### src/rtl/hdq_pkg.sv
// ---------------------------------------------------------------------------
// hdq_pkg
// Shared definitions for the HDQ transaction scheduler:
//   - state_t        : scheduler FSM state encoding
//   - RST_PULSE_CYC  : width of the hdq_rst pulse issued after every read
//   - DEF_*          : default timing / poll-list constants (133 MHz system)
//   - *_W            : counter and index widths
// ---------------------------------------------------------------------------
package hdq_pkg;

    typedef enum logic [2:0] {
        ST_IDLE,
        ST_ISSUE,
        ST_CAPTURE,
        ST_RECOVER,
        ST_DRAIN
    } state_t;

    localparam int RST_PULSE_CYC = 2;

    localparam int          DEF_NUM_POLL    = 4;
    localparam logic [31:0] DEF_POLL_ADDRS  = 32'h0C_0B_08_06;
    localparam int          DEF_PERIOD_CYC  = 13_300_000;
    localparam int          DEF_TIMEOUT_CYC = 800_000;
    localparam int          DEF_GAP_CYC     = 27_000;

    localparam int TIMER_W  = 20;
    localparam int PERIOD_W = 24;
    localparam int IDX_W    = 3;

endpackage

### src/rtl/hdq_poll_timer.sv
// ---------------------------------------------------------------------------
// hdq_poll_timer
// Free-running poll period counter. Counts while poll_en is high and is held
// at zero while poll_en is low, so re-enabling polling always yields a full
// period before the first tick.
// Ports:
//   clk      in   system clock
//   rst_n    in   asynchronous reset, active low
//   poll_en  in   1 = count, 0 = clear
//   tick     out  high for the single cycle in which the counter wraps
// ---------------------------------------------------------------------------
module hdq_poll_timer
    import hdq_pkg::*;
#(
    parameter int PERIOD_CYC = DEF_PERIOD_CYC
) (
    input  logic clk,
    input  logic rst_n,
    input  logic poll_en,
    output logic tick
);

    localparam logic [PERIOD_W-1:0] WRAP_VAL = PERIOD_W'(PERIOD_CYC - 1);

    logic [PERIOD_W-1:0] period_cnt;

    // Period counter: cleared whenever polling is disabled, wraps to zero on
    // the terminal count so successive ticks are exactly PERIOD_CYC apart.
    always_ff @(posedge clk or negedge rst_n) begin
        if (!rst_n) begin
            period_cnt <= '0;
        end else if (!poll_en) begin
            period_cnt <= '0;
        end else if (period_cnt == WRAP_VAL) begin
            period_cnt <= '0;
        end else begin
            period_cnt <= period_cnt + 1'b1;
        end
    end

    // The tick is combinational so the scheduler sees it in the same cycle
    // the counter sits at its terminal value.
    assign tick = poll_en && (period_cnt == WRAP_VAL);

endmodule

### src/rtl/hdq_txn_scheduler.sv
// ---------------------------------------------------------------------------
// hdq_txn_scheduler
// Shares one single-shot HDQ register reader between a host port and an
// autonomous poller that refreshes a shadow register file every poll period.
// Each read is: ISSUE (start held until done or timeout) -> CAPTURE ->
// RECOVER (2-cycle hdq_rst) -> DRAIN (wait done low, then a bus gap) -> IDLE.
// Ports:
//   clk, rst_n                 clock, asynchronous active-low reset
//   poll_en                    enable periodic polling
//   host_req, host_addr        level request + address, held until host_ack
//   host_ack/host_data/host_err one-cycle result pulse, data, timeout flag
//   hdq_start/hdq_rst/hdq_addr control of the hdq_interface
//   hdq_done/hdq_data          status and read data from the hdq_interface
//   poll_data/poll_valid/poll_err shadow file, per-entry valid / timeout
//   poll_overrun               sticky: a tick landed on an unfinished round
//   busy                       scheduler is not in IDLE
// ---------------------------------------------------------------------------
module hdq_txn_scheduler
    import hdq_pkg::*;
#(
    parameter int                      NUM_POLL    = DEF_NUM_POLL,
    parameter logic [8*NUM_POLL-1:0]   POLL_ADDRS  = DEF_POLL_ADDRS,
    parameter int                      PERIOD_CYC  = DEF_PERIOD_CYC,
    parameter int                      TIMEOUT_CYC = DEF_TIMEOUT_CYC,
    parameter int                      GAP_CYC     = DEF_GAP_CYC
) (
    input  logic                  clk,
    input  logic                  rst_n,
    input  logic                  poll_en,
    input  logic                  host_req,
    input  logic [7:0]            host_addr,
    output logic                  host_ack,
    output logic [7:0]            host_data,
    output logic                  host_err,
    output logic                  hdq_start,
    output logic                  hdq_rst,
    output logic [7:0]            hdq_addr,
    input  logic                  hdq_done,
    input  logic [7:0]            hdq_data,
    output logic [8*NUM_POLL-1:0] poll_data,
    output logic [NUM_POLL-1:0]   poll_valid,
    output logic [NUM_POLL-1:0]   poll_err,
    output logic                  poll_overrun,
    output logic                  busy
);

    localparam logic [TIMER_W-1:0] TIMEOUT_LAST = TIMER_W'(TIMEOUT_CYC - 1);
    localparam logic [TIMER_W-1:0] GAP_LAST     = TIMER_W'(GAP_CYC - 1);
    localparam logic [1:0]         RST_LAST     = 2'(RST_PULSE_CYC - 1);
    localparam logic [IDX_W-1:0]   LAST_IDX     = IDX_W'(NUM_POLL - 1);

    state_t               state;
    logic [TIMER_W-1:0]   timer;
    logic [1:0]           rst_cnt;
    logic [IDX_W-1:0]     poll_idx;
    logic                 poll_pending;
    logic                 last_was_host;
    logic                 cur_host;
    logic                 tick;
    logic [7:0]           poll_addr_sel;
    logic [NUM_POLL-1:0]  idx_mask;

    hdq_poll_timer #(
        .PERIOD_CYC (PERIOD_CYC)
    ) u_poll_timer (
        .clk     (clk),
        .rst_n   (rst_n),
        .poll_en (poll_en),
        .tick    (tick)
    );

    // Address of the poll entry currently due, plus a one-hot mask of that
    // entry for updating the per-entry valid / error flags.
    always_comb begin
        poll_addr_sel = '0;
        for (int i = 0; i < NUM_POLL; i++) begin
            if (poll_idx == IDX_W'(i)) begin
                poll_addr_sel = POLL_ADDRS[8*i +: 8];
            end
        end
        idx_mask = NUM_POLL'(1) << poll_idx;
    end

    // Scheduler FSM. All outputs are registered and are set on the edge that
    // enters the state they belong to. One timer serves both the no-response
    // timeout (ISSUE) and the bus gap (DRAIN) since they never overlap.
    // Reset lands in DRAIN so the interface is reset and the bus is given a
    // full gap before the first transaction after power-up or a mid-read reset.
    always_ff @(posedge clk or negedge rst_n) begin
        if (!rst_n) begin
            state         <= ST_DRAIN;
            timer         <= '0;
            rst_cnt       <= '0;
            poll_idx      <= '0;
            poll_pending  <= 1'b0;
            last_was_host <= 1'b0;
            cur_host      <= 1'b0;
            hdq_start     <= 1'b0;
            hdq_rst       <= 1'b1;
            hdq_addr      <= '0;
            host_ack      <= 1'b0;
            host_data     <= '0;
            host_err      <= 1'b0;
            poll_data     <= '0;
            poll_valid    <= '0;
            poll_err      <= '0;
            poll_overrun  <= 1'b0;
            busy          <= 1'b1;
        end else begin
            host_ack <= 1'b0;

            // A tick either opens a new round or, if the previous round is
            // still running, is dropped and flagged as an overrun.
            if (tick) begin
                if (poll_pending) begin
                    poll_overrun <= 1'b1;
                end else begin
                    poll_pending <= 1'b1;
                    poll_idx     <= '0;
                end
            end

            case (state)
                ST_IDLE: begin
                    hdq_rst <= 1'b0;
                    // Host wins unless it had the previous slot and a poll is
                    // waiting; this alternation keeps either side from starving.
                    if (host_req && !(poll_pending && last_was_host)) begin
                        state         <= ST_ISSUE;
                        busy          <= 1'b1;
                        hdq_start     <= 1'b1;
                        hdq_addr      <= host_addr;
                        cur_host      <= 1'b1;
                        last_was_host <= 1'b1;
                        timer         <= '0;
                    end else if (poll_pending && poll_en) begin
                        state         <= ST_ISSUE;
                        busy          <= 1'b1;
                        hdq_start     <= 1'b1;
                        hdq_addr      <= poll_addr_sel;
                        cur_host      <= 1'b0;
                        last_was_host <= 1'b0;
                        timer         <= '0;
                    end else if (poll_pending) begin
                        // Polling was switched off between entries of a round.
                        poll_pending <= 1'b0;
                        poll_idx     <= '0;
                    end
                end

                ST_ISSUE: begin
                    if (hdq_done) begin
                        state <= ST_CAPTURE;
                    end else if (timer == TIMEOUT_LAST) begin
                        state     <= ST_RECOVER;
                        hdq_start <= 1'b0;
                        hdq_rst   <= 1'b1;
                        rst_cnt   <= '0;
                        if (cur_host) begin
                            host_ack  <= 1'b1;
                            host_err  <= 1'b1;
                            host_data <= 8'h00;
                        end else begin
                            poll_err <= poll_err | idx_mask;
                        end
                    end else begin
                        timer <= timer + 1'b1;
                    end
                end

                ST_CAPTURE: begin
                    state     <= ST_RECOVER;
                    hdq_start <= 1'b0;
                    hdq_rst   <= 1'b1;
                    rst_cnt   <= '0;
                    if (cur_host) begin
                        host_ack  <= 1'b1;
                        host_err  <= 1'b0;
                        host_data <= hdq_data;
                    end else begin
                        for (int i = 0; i < NUM_POLL; i++) begin
                            if (poll_idx == IDX_W'(i)) begin
                                poll_data[8*i +: 8] <= hdq_data;
                            end
                        end
                        poll_valid <= poll_valid | idx_mask;
                        poll_err   <= poll_err & ~idx_mask;
                    end
                end

                ST_RECOVER: begin
                    if (rst_cnt == RST_LAST) begin
                        state   <= ST_DRAIN;
                        hdq_rst <= 1'b0;
                        timer   <= '0;
                        // A finished poll read advances the round; the round
                        // ends after the last entry or if polling was disabled.
                        if (!cur_host) begin
                            if ((poll_idx == LAST_IDX) || !poll_en) begin
                                poll_pending <= 1'b0;
                                poll_idx     <= '0;
                            end else begin
                                poll_idx <= poll_idx + 1'b1;
                            end
                        end
                    end else begin
                        rst_cnt <= rst_cnt + 1'b1;
                    end
                end

                ST_DRAIN: begin
                    hdq_rst <= 1'b0;
                    // The gap only counts consecutive cycles with done low.
                    if (hdq_done) begin
                        timer <= '0;
                    end else if (timer == GAP_LAST) begin
                        state <= ST_IDLE;
                        busy  <= 1'b0;
                    end else begin
                        timer <= timer + 1'b1;
                    end
                end

                default: begin
                    state     <= ST_DRAIN;
                    hdq_start <= 1'b0;
                    hdq_rst   <= 1'b1;
                    timer     <= '0;
                    busy      <= 1'b1;
                end
            endcase
        end
    end

endmodule

### config.mk
export PLATFORM = sky130hd
export DESIGN_NAME = hdq_txn_scheduler
export DESIGN_NICKNAME = d
export VERILOG_FILES = /design/src/rtl/hdq_pkg.sv /design/src/rtl/hdq_poll_timer.sv /design/src/rtl/hdq_txn_scheduler.sv
export SDC_FILE = /design/constraint.sdc
export NUM_CORES = 1
export LEC_CHECK = 0
export CAP_MARGIN = 20
export CORE_MARGIN = 3
export CORE_UTILIZATION = 40
export DETAILED_ROUTE_END_ITERATION = 8
export PLACE_DENSITY = 0.7
export SLEW_MARGIN = 20
export SYNTH_ARGS = -nofsm -noshare
export SYNTH_HDL_FRONTEND = slang
export SYNTH_HIERARCHICAL = 1
export SYNTH_SLANG_ARGS = --single-unit
export TNS_END_PERCENT = 100
### constraint.sdc
create_clock -name clk -period 3.43 [get_ports clk]
set_input_delay 0.5145 -clock clk [delete_from_list [all_inputs] [get_ports clk]]
set_output_delay 0.5145 -clock clk [all_outputs]
set_load 0.01 [all_outputs]
# --- Word-level counts from Yosys, hierarchy flattened ---
# Cells that the tools add are included.
# Widths: inputs -> output; s select.
word_totals:
  regBits: 116
  mem_count: 0
  latch_bits: 0
  ramBits: 0
  wordCells: 167
  rom_bits: 0
classes:
  n_addsub: 4
  n_div: 0
  order_cmp: 0
  mul: 0
  n_shift: 1
  n_bitwise: 8
  reduce_logical: 30
  n_mux: 78
  eq_ne: 25
op_table:
  columns: ["op", "count"]
  rows:
  - ["$mux 20", 7]
  - ["$pmux 20 s5", 1]
  - ["$mux 8", 8]
  - ["$mux 24", 2]
  - ["$mux 3", 16]
  - ["$mux 1", 25]
  - ["$add 24x1->24 const B", 1]
  - ["$eq 24x24->1 const B", 1]
  - ["$ne 2x2->1 const B", 11]
  - ["$add 20x1->20 const B", 1]
  - ["$eq 20x15->1 const B", 1]
  - ["$eq 20x20->1 const B", 1]
  - ["$mux 4", 5]
  - ["$pmux 8 s2", 1]
  - ["$pmux 3 s5", 1]
  - ["$reduce_and 3->1", 5]
  - ["$reduce_and 5->1", 3]
  - ["$eq 3x2->1 const B", 4]
  - ["$reduce_and 4->1", 3]
  - ["$ne 3x3->1 const B", 3]
  - ["$pmux 1 s3", 3]
  - ["$or 4x4->4", 2]
  - ["$pmux 4 s2", 1]
  - ["$eq 3x1->1 const B", 2]
  - ["22 further kinds", 38]

# --- Longest topological paths before layout ---
depth:
  depth_word: 7
  depth_mapped: 10
  mapped_depth_nobuf: 8

# --- Hierarchy ---
# The synthesis kept the hierarchy.
modules_own_cells:
  columns: ["module", "seq_area_each_um2", "n_inst", "cells_per_inst", "area_each_um2"]
  rows:
  - ["hdq_txn_scheduler", 2306.0, 1, 441, 4610.7]
  - ["hdq_poll_timer", 600.6, 1, 134, 1278.7]

# --- Worst setup path after synthesis ---
# OpenSTA, ideal clock, no wires.
synth_timing:
  path_type: "register -> register"
  startpoint: "register u_poll_timer.period_cnt[7]"
  endpoint: "register poll_idx[1]"
  t_arrival_ns: 2.033
  setup_slack_ns: 1.275
  n_path_buf: 0
  synth_period_minus_slack_ns: 2.155
  stages_incl_launch_ff: 8
  cell_sequence: "dfrtp_1 > or4b_1 > or3_4 > nor4_1 > and2_1 > nand2b_1 > a21boi_0 > a32o_1"
synth_via:
  elab_chain_cells: 7
  word_cells_on_any_way: 9
  classes_between: "eq/ne (1); mux (7); reduce/logical (1)"
synth_lines:
  columns: ["element", "line_no", "text"]
  rows:
  - ["start, declared", "hdq_poll_timer.sv:25", "logic [PERIOD_W-1:0] period_cnt;"]
  - ["start signal, assigned", "hdq_poll_timer.sv:37", "period_cnt <= period_cnt + 1'b1;"]
  - ["$eq 24x24->1 (*)", "hdq_poll_timer.sv:43", "assign tick = poll_en && (period_cnt == WRAP_VAL);"]
  - ["$logic_and 1x1->1 (*)", "hdq_poll_timer.sv:43", null]
  - ["via tick", "hdq_txn_scheduler.sv:59", "logic tick;"]
  - ["$mux 3 (*)", "hdq_txn_scheduler.sv:114", "if (tick) begin"]
  - ["$mux 3", "hdq_txn_scheduler.sv:144", "end else if (poll_pending) begin"]
  - ["$mux 3", "hdq_txn_scheduler.sv:136", "end else if (poll_pending && poll_en) begin"]
  - ["$mux 3", "hdq_txn_scheduler.sv:128", "if (host_req && !(poll_pending && last_was_host)) begin"]
  - ["$pmux 3 s2 (*)", "hdq_txn_scheduler.sv:123", "case (state)"]
  - ["end signal, assigned", "hdq_txn_scheduler.sv:203", "poll_idx <= poll_idx + 1'b1;"]
  - ["end, declared", "hdq_txn_scheduler.sv:55", "logic [IDX_W-1:0] poll_idx;"]
# The timed path passes the listed nets; every way through them passes the cells marked *.
# A chain may end at the register's enable or synchronous reset.

# --- Worst setup path in the final report ---
layout_timing:
  startpoint: "register state[1]"
  endpoint: "register timer[9]"
layout_via:
  elab_chain_cells: 3
  word_cells_on_any_way: 13
  classes_between: "eq/ne (9); mux (1); bitwise (1); reduce/logical (2)"
layout_lines:
  columns: ["element", "line_no", "text"]
  rows:
  - ["start, declared", "hdq_txn_scheduler.sv:52", "state_t state;"]
  - ["start signal, assigned", "hdq_txn_scheduler.sv:91", "state <= ST_DRAIN;"]
  - ["start signal, assigned", "hdq_txn_scheduler.sv:129", "state <= ST_ISSUE;"]
  - ["start signal, assigned", "hdq_txn_scheduler.sv:137", "state <= ST_ISSUE;"]
  - ["$eq 3x3->1 (tied with other cells)", "hdq_txn_scheduler.sv:123", null]
  - ["$ne 3x3->1 (no source line) (tied with other cells)", null, null]
  - ["$reduce_and 6->1 (no source line)", null, null]
  - ["end signal, assigned", "hdq_txn_scheduler.sv:167", "timer <= timer + 1'b1;"]
  - ["end signal, assigned", "hdq_txn_scheduler.sv:220", "timer <= timer + 1'b1;"]
  - ["end, declared", "hdq_txn_scheduler.sv:53", "logic [TIMER_W-1:0] timer;"]
# Parallel ways exist; a longest one is shown, timed or not.

==> run_results.csv <==
group,metric,value,unit
outcome,outcome,"finished, final reports clean",
power_and_ir_drop,leakagePower,3.03,nW
worst_setup_path,critPathCaptureType,"flop",
detailed_routing,wl,14700,um
synthesis,synth_top_area_share,48.0,%
floorplanning,die_x,127,um
placed_design,portBuffers,82,
sta,finalClockSkew,0.00648,ns
floorplanning,core_area,14100,um^2
layout,layout-drive-gt1-share,14.7,%
placed_design,placed_cell_count,815,
global_route,global_route.usage.total,18.6,%
worst_setup_path,timing.critical_path.max_delay_family,"compound AO/OA/AOI/OAI gates",
global_route,grt_max_degree,61,
sta,rsz0062_at_grt,"no",
clock_tree,cts.reportedPaths.clkPinSlew,0.06,ns
global_route,antenna_found_initial,0,
synthesis,synthCells,575,
worst_setup_path,crit_arrival,2.72,ns
flow_run,max_cap_violation_count,0,
power_and_ir_drop,switchingPower,0.000725,W
sta,final-hold-violation-count,0,
power_and_ir_drop,internal_power,0.00258,W
synthesis,yosysWarnings,6,
layout,nNetsFinal,683,
sta,max_freq,0.410,GHz
hold_path,min_path_type,"in -> async",
clock_tree,cts.path.max_buffers,2,
detailed_routing,detail_route.drc_violations,0,
power_and_ir_drop,irDropWorstVdd,354,uV
power_and_ir_drop,power.total,0.00330,W
clock_tree,cts_buffers,17,
global_route,globalRouteOverflowTotal,0,
worst_setup_path,cp_slowest_cell,"sky130_fd_sc_hd__dfrtp_1",
synthesis,post_synth_xor_area_fraction,1.64,%
sta,period_share,71.0,%
power_and_ir_drop,power.share.sequential,43.4,%
worst_setup_path,slowest_delay,0.64,ns
synthesis,synthArstFlopShare,100,%
power_and_ir_drop,clockPowerShare,50.1,%
sta,slew_headroom,48.6,%
clock_tree,cts.repair.resized,0,
detailed_routing,routedWlPerCell,17.3,um
power_and_ir_drop,power_switching_share,22.0,%
synthesis,synth_enable_flop_cells,0,
clock_tree,postCtsSetupRepairBufs,0,
synthesis,yosys.cell_types.count,69,
synthesis,yosysTopAreaCell,"sky130_fd_sc_hd__dfrtp_1",
clock_tree,cts_tree,"yes",
global_route,grt_first_pass_wirelength,24100,um
synthesis,compound_gate_portion_of_the_synthesized_area,14.9,%
clock_tree,clock_latency,0.41,ns
worst_setup_path,cp.buffers_inverters,2,
synthesis,synth_mux_area_share,7.67,%
sta,timing.final.max_slew_violations,0,
synthesis,synth.net_count,604,
synthesis,dominant_combinational_cell_family_by_area_after_synthesis,"simple AND/OR/NAND/NOR gates",
synthesis,yosys_most_used_dff,"sky130_fd_sc_hd__dfrtp_1",
floorplanning,floorplan.rows,43,
synthesis,synthSimpleGateAreaFrac,21.1,%
placed_design,finalWeightedCongestion,0.863,
detailed_routing,firstDrtPassIters,5,
sta,setup_viol,0,
layout,syn2layout_area_growth,25.7,%
layout,insertedDiodeCount,0,
global_route,first_global_vias,4777,
detailed_routing,initialDrtViolationCount,355,
sta,setup_tns_after_final_layout,0,ns
synthesis,synth_top_cells_by_count,"sky130_fd_sc_hd__dfrtp_1, sky130_fd_sc_hd__nand2_1, sky130_fd_sc_hd__o21ai_0",
synthesis,syn-cell-area,5890,um^2
power_and_ir_drop,combinationalPowerShare,6.5,%
clock_tree,postCtsHoldBufs,0,
floorplanning,die_height,127,um
synthesis,cell_with_the_most_instances_after_synthesis,"sky130_fd_sc_hd__dfrtp_1",
worst_setup_path,timing.critical_path.fanout_max,16,
synthesis,synth_fa_ha_area_share,1.70,%
layout,finish.cell_count_without_fillers,847,
layout,filler_cell_count,1204,
clock_tree,clock_sinks,116,
sta,min_period,2.44,ns
clock_tree,cts-htree-levels,4,
synthesis,post_synthesis_register_bit_count,116,
worst_setup_path,crit_required,3.71,ns
floorplanning,start_util,41.6,%
floorplanning,pin_count,83,
worst_setup_path,start_kind,"flop",
detailed_routing,routed-via-count,4840,
detailed_routing,viasPerCell,5.71,
power_and_ir_drop,power-per-cell-area,446,nW/um^2
sta,worstMarginPinSlew,0.761,ns
worst_setup_path,cell_by_cell_listing_of_the_critical_path,"clkinv_1, o21ai_1, buf_4, a31oi_1, o21ai_0, o31ai_2",
worst_setup_path,worstSetupPathType,"reg -> reg",
detailed_routing,postRouteAntennaNets,0,
synthesis,synthTopCellsByArea,"sky130_fd_sc_hd__dfrtp_1, sky130_fd_sc_hd__mux2_2, sky130_fd_sc_hd__o21ai_0",
placed_design,hpwlAfterDp,10100,um
synthesis,seq_area_frac_synth,49.4,%
synthesis,avgSynthCellArea,10.2,um^2
clock_tree,root_buffer,"sky130_fd_sc_hd__clkbuf_16",
floorplanning,dieArea,16200,um^2
-- power by group through the flow --
stage	combinational, W	clock [W]	sequential, W
finish	0.000213	0.00165	0.00143
global route	0.000233	0.00176	0.00144
CTS	0.000217	0.00169	0.00143
detailed placement	0.000215	0	0.00146
global placement	0.000210	0	0.00145
floorplan	0.0000696	0	0.00146
-- worst reg2reg max path: stages, from the launching register on --
cell and delay [ns]:
sky130_fd_sc_hd__dfrtp_1 0.64, sky130_fd_sc_hd__clkinv_1 0.41, sky130_fd_sc_hd__o21ai_1 0.52, sky130_fd_sc_hd__buf_4 0.32, sky130_fd_sc_hd__a31oi_1 0.06, sky130_fd_sc_hd__o21ai_0 0.25
sky130_fd_sc_hd__o31ai_2 0.11
-- worst paths after layout --
path | to | start | depth (start not counted) | slack, ns
worst min register to register | poll_valid[0]$_DFFE_PN0P_ | poll_valid[0]$_DFFE_PN0P_ | 1 | 0.46
max in group asynchronous | poll_data[14]$_DFFE_PN0P_ | rst_n | 2 | 2.47
worst max register to register | timer[9]$_DFFE_PN0P_ | state[1]$_DFFE_PN0P_ | 6 | 0.99
worst max-delay path | timer[9]$_DFFE_PN0P_ | state[1]$_DFFE_PN0P_ | 6 | 0.99
min in group clk | poll_valid[0]$_DFFE_PN0P_ | poll_valid[0]$_DFFE_PN0P_ | 1 | 0.46
worst min-delay path | u_poll_timer/period_cnt[23]$_DFF_PN0_ | rst_n | 1 | 0.18
-- logic make-up (layout without fill, tap and decap cells) --
family / Yosys count / after routing
xor gates and xnor gates: 11 / 11
buffers and inverters: 44 / 136
and+or+nand+nor: 219 / 219
adders and majority gates: 8 / 8
DFF: 116 / 116
AOI/OAI and AO/OA: 136 / 136
muxes: 41 / 41
-- sequential cells by signal, summed over array words and instances (netlist names), 2 cells and up, named ones only --
name	flops
hdq_addr	8
rst_cnt	2
timer	20
poll_data	32
poll_idx	3
poll_valid	4
state	3
u_poll_timer/period_cnt	24
host_data	8
-- layer usage --
metal	GRT usage (%)	routed length (um)	up-vias
li1	-	-	2273
met5	0	0	-
met2	30.1	7230	147
met4	7.19	311	0
met3	4.39	671	23
met1	24.1	6480	2397
-- cell usage in the layout (no fill, tap or decap), types with 5 or more instances in the layout --
master,n
sky130_fd_sc_hd__o21ai_1,6
sky130_fd_sc_hd__nand2b_1,12
sky130_fd_sc_hd__mux2i_1,8
sky130_fd_sc_hd__clkinv_2,7
sky130_fd_sc_hd__nor4_1,9
sky130_fd_sc_hd__o21ai_0,46
sky130_fd_sc_hd__and2_1,6
sky130_fd_sc_hd__clkbuf_16,17
sky130_fd_sc_hd__dfrtp_1,113
sky130_fd_sc_hd__clkdlybuf4s50_1,81
sky130_fd_sc_hd__or3_1,11
sky130_fd_sc_hd__nor3b_1,5
sky130_fd_sc_hd__ha_1,8
sky130_fd_sc_hd__and4_1,6
sky130_fd_sc_hd__nand2_1,46
sky130_fd_sc_hd__buf_4,6
sky130_fd_sc_hd__mux2_2,33
sky130_fd_sc_hd__or4_1,8
sky130_fd_sc_hd__a31oi_1,6
sky130_fd_sc_hd__nor2b_1,8
sky130_fd_sc_hd__nand3_1,19
sky130_fd_sc_hd__nor3_1,9
sky130_fd_sc_hd__nor2_1,38
sky130_fd_sc_hd__inv_1,15
sky130_fd_sc_hd__nand4_1,18
sky130_fd_sc_hd__xnor2_1,6
sky130_fd_sc_hd__a21oi_1,36
sky130_fd_sc_hd__xor2_1,5
sky130_fd_sc_hd__a22o_1,8
-- per-stage QoR --
step / utilization [%] / area [um^2] / setup slack, ns / hold WS [ns]
final: 52.3 / 7410 / 0.994 / 0.184
after global routing: 52.3 / 7410 / 0.772 / 0.236
after CTS: 52.3 / 7410 / 1.03 / 0.204
after detailed placement: 48.4 / 6840 / 0.658 / 0.453
after global placement: 48.4 / 6840 / 0.740 / 0.448
after floorplan: - / 5890 / 1.28 / 0.219
-- final cells by class --
| class | instances | area (um^2) | share of cell area, % |
|---|---|---|---|
| clock buffers | 22 | 484 | 6.54 |
| inverters | 16 | 60.1 | 0.811 |
| repair buffers | 88 | 876 | 11.8 |
| flip-flops and latches | 116 | 2910 | 39.2 |
| clock inverters | 10 | 80.1 | 1.08 |
| multi-input cells | 415 | 2770 | 37.5 |
| well taps | 180 | 225 | 3.04 |
No activity file was read; power rests on OpenSTA's default activity.
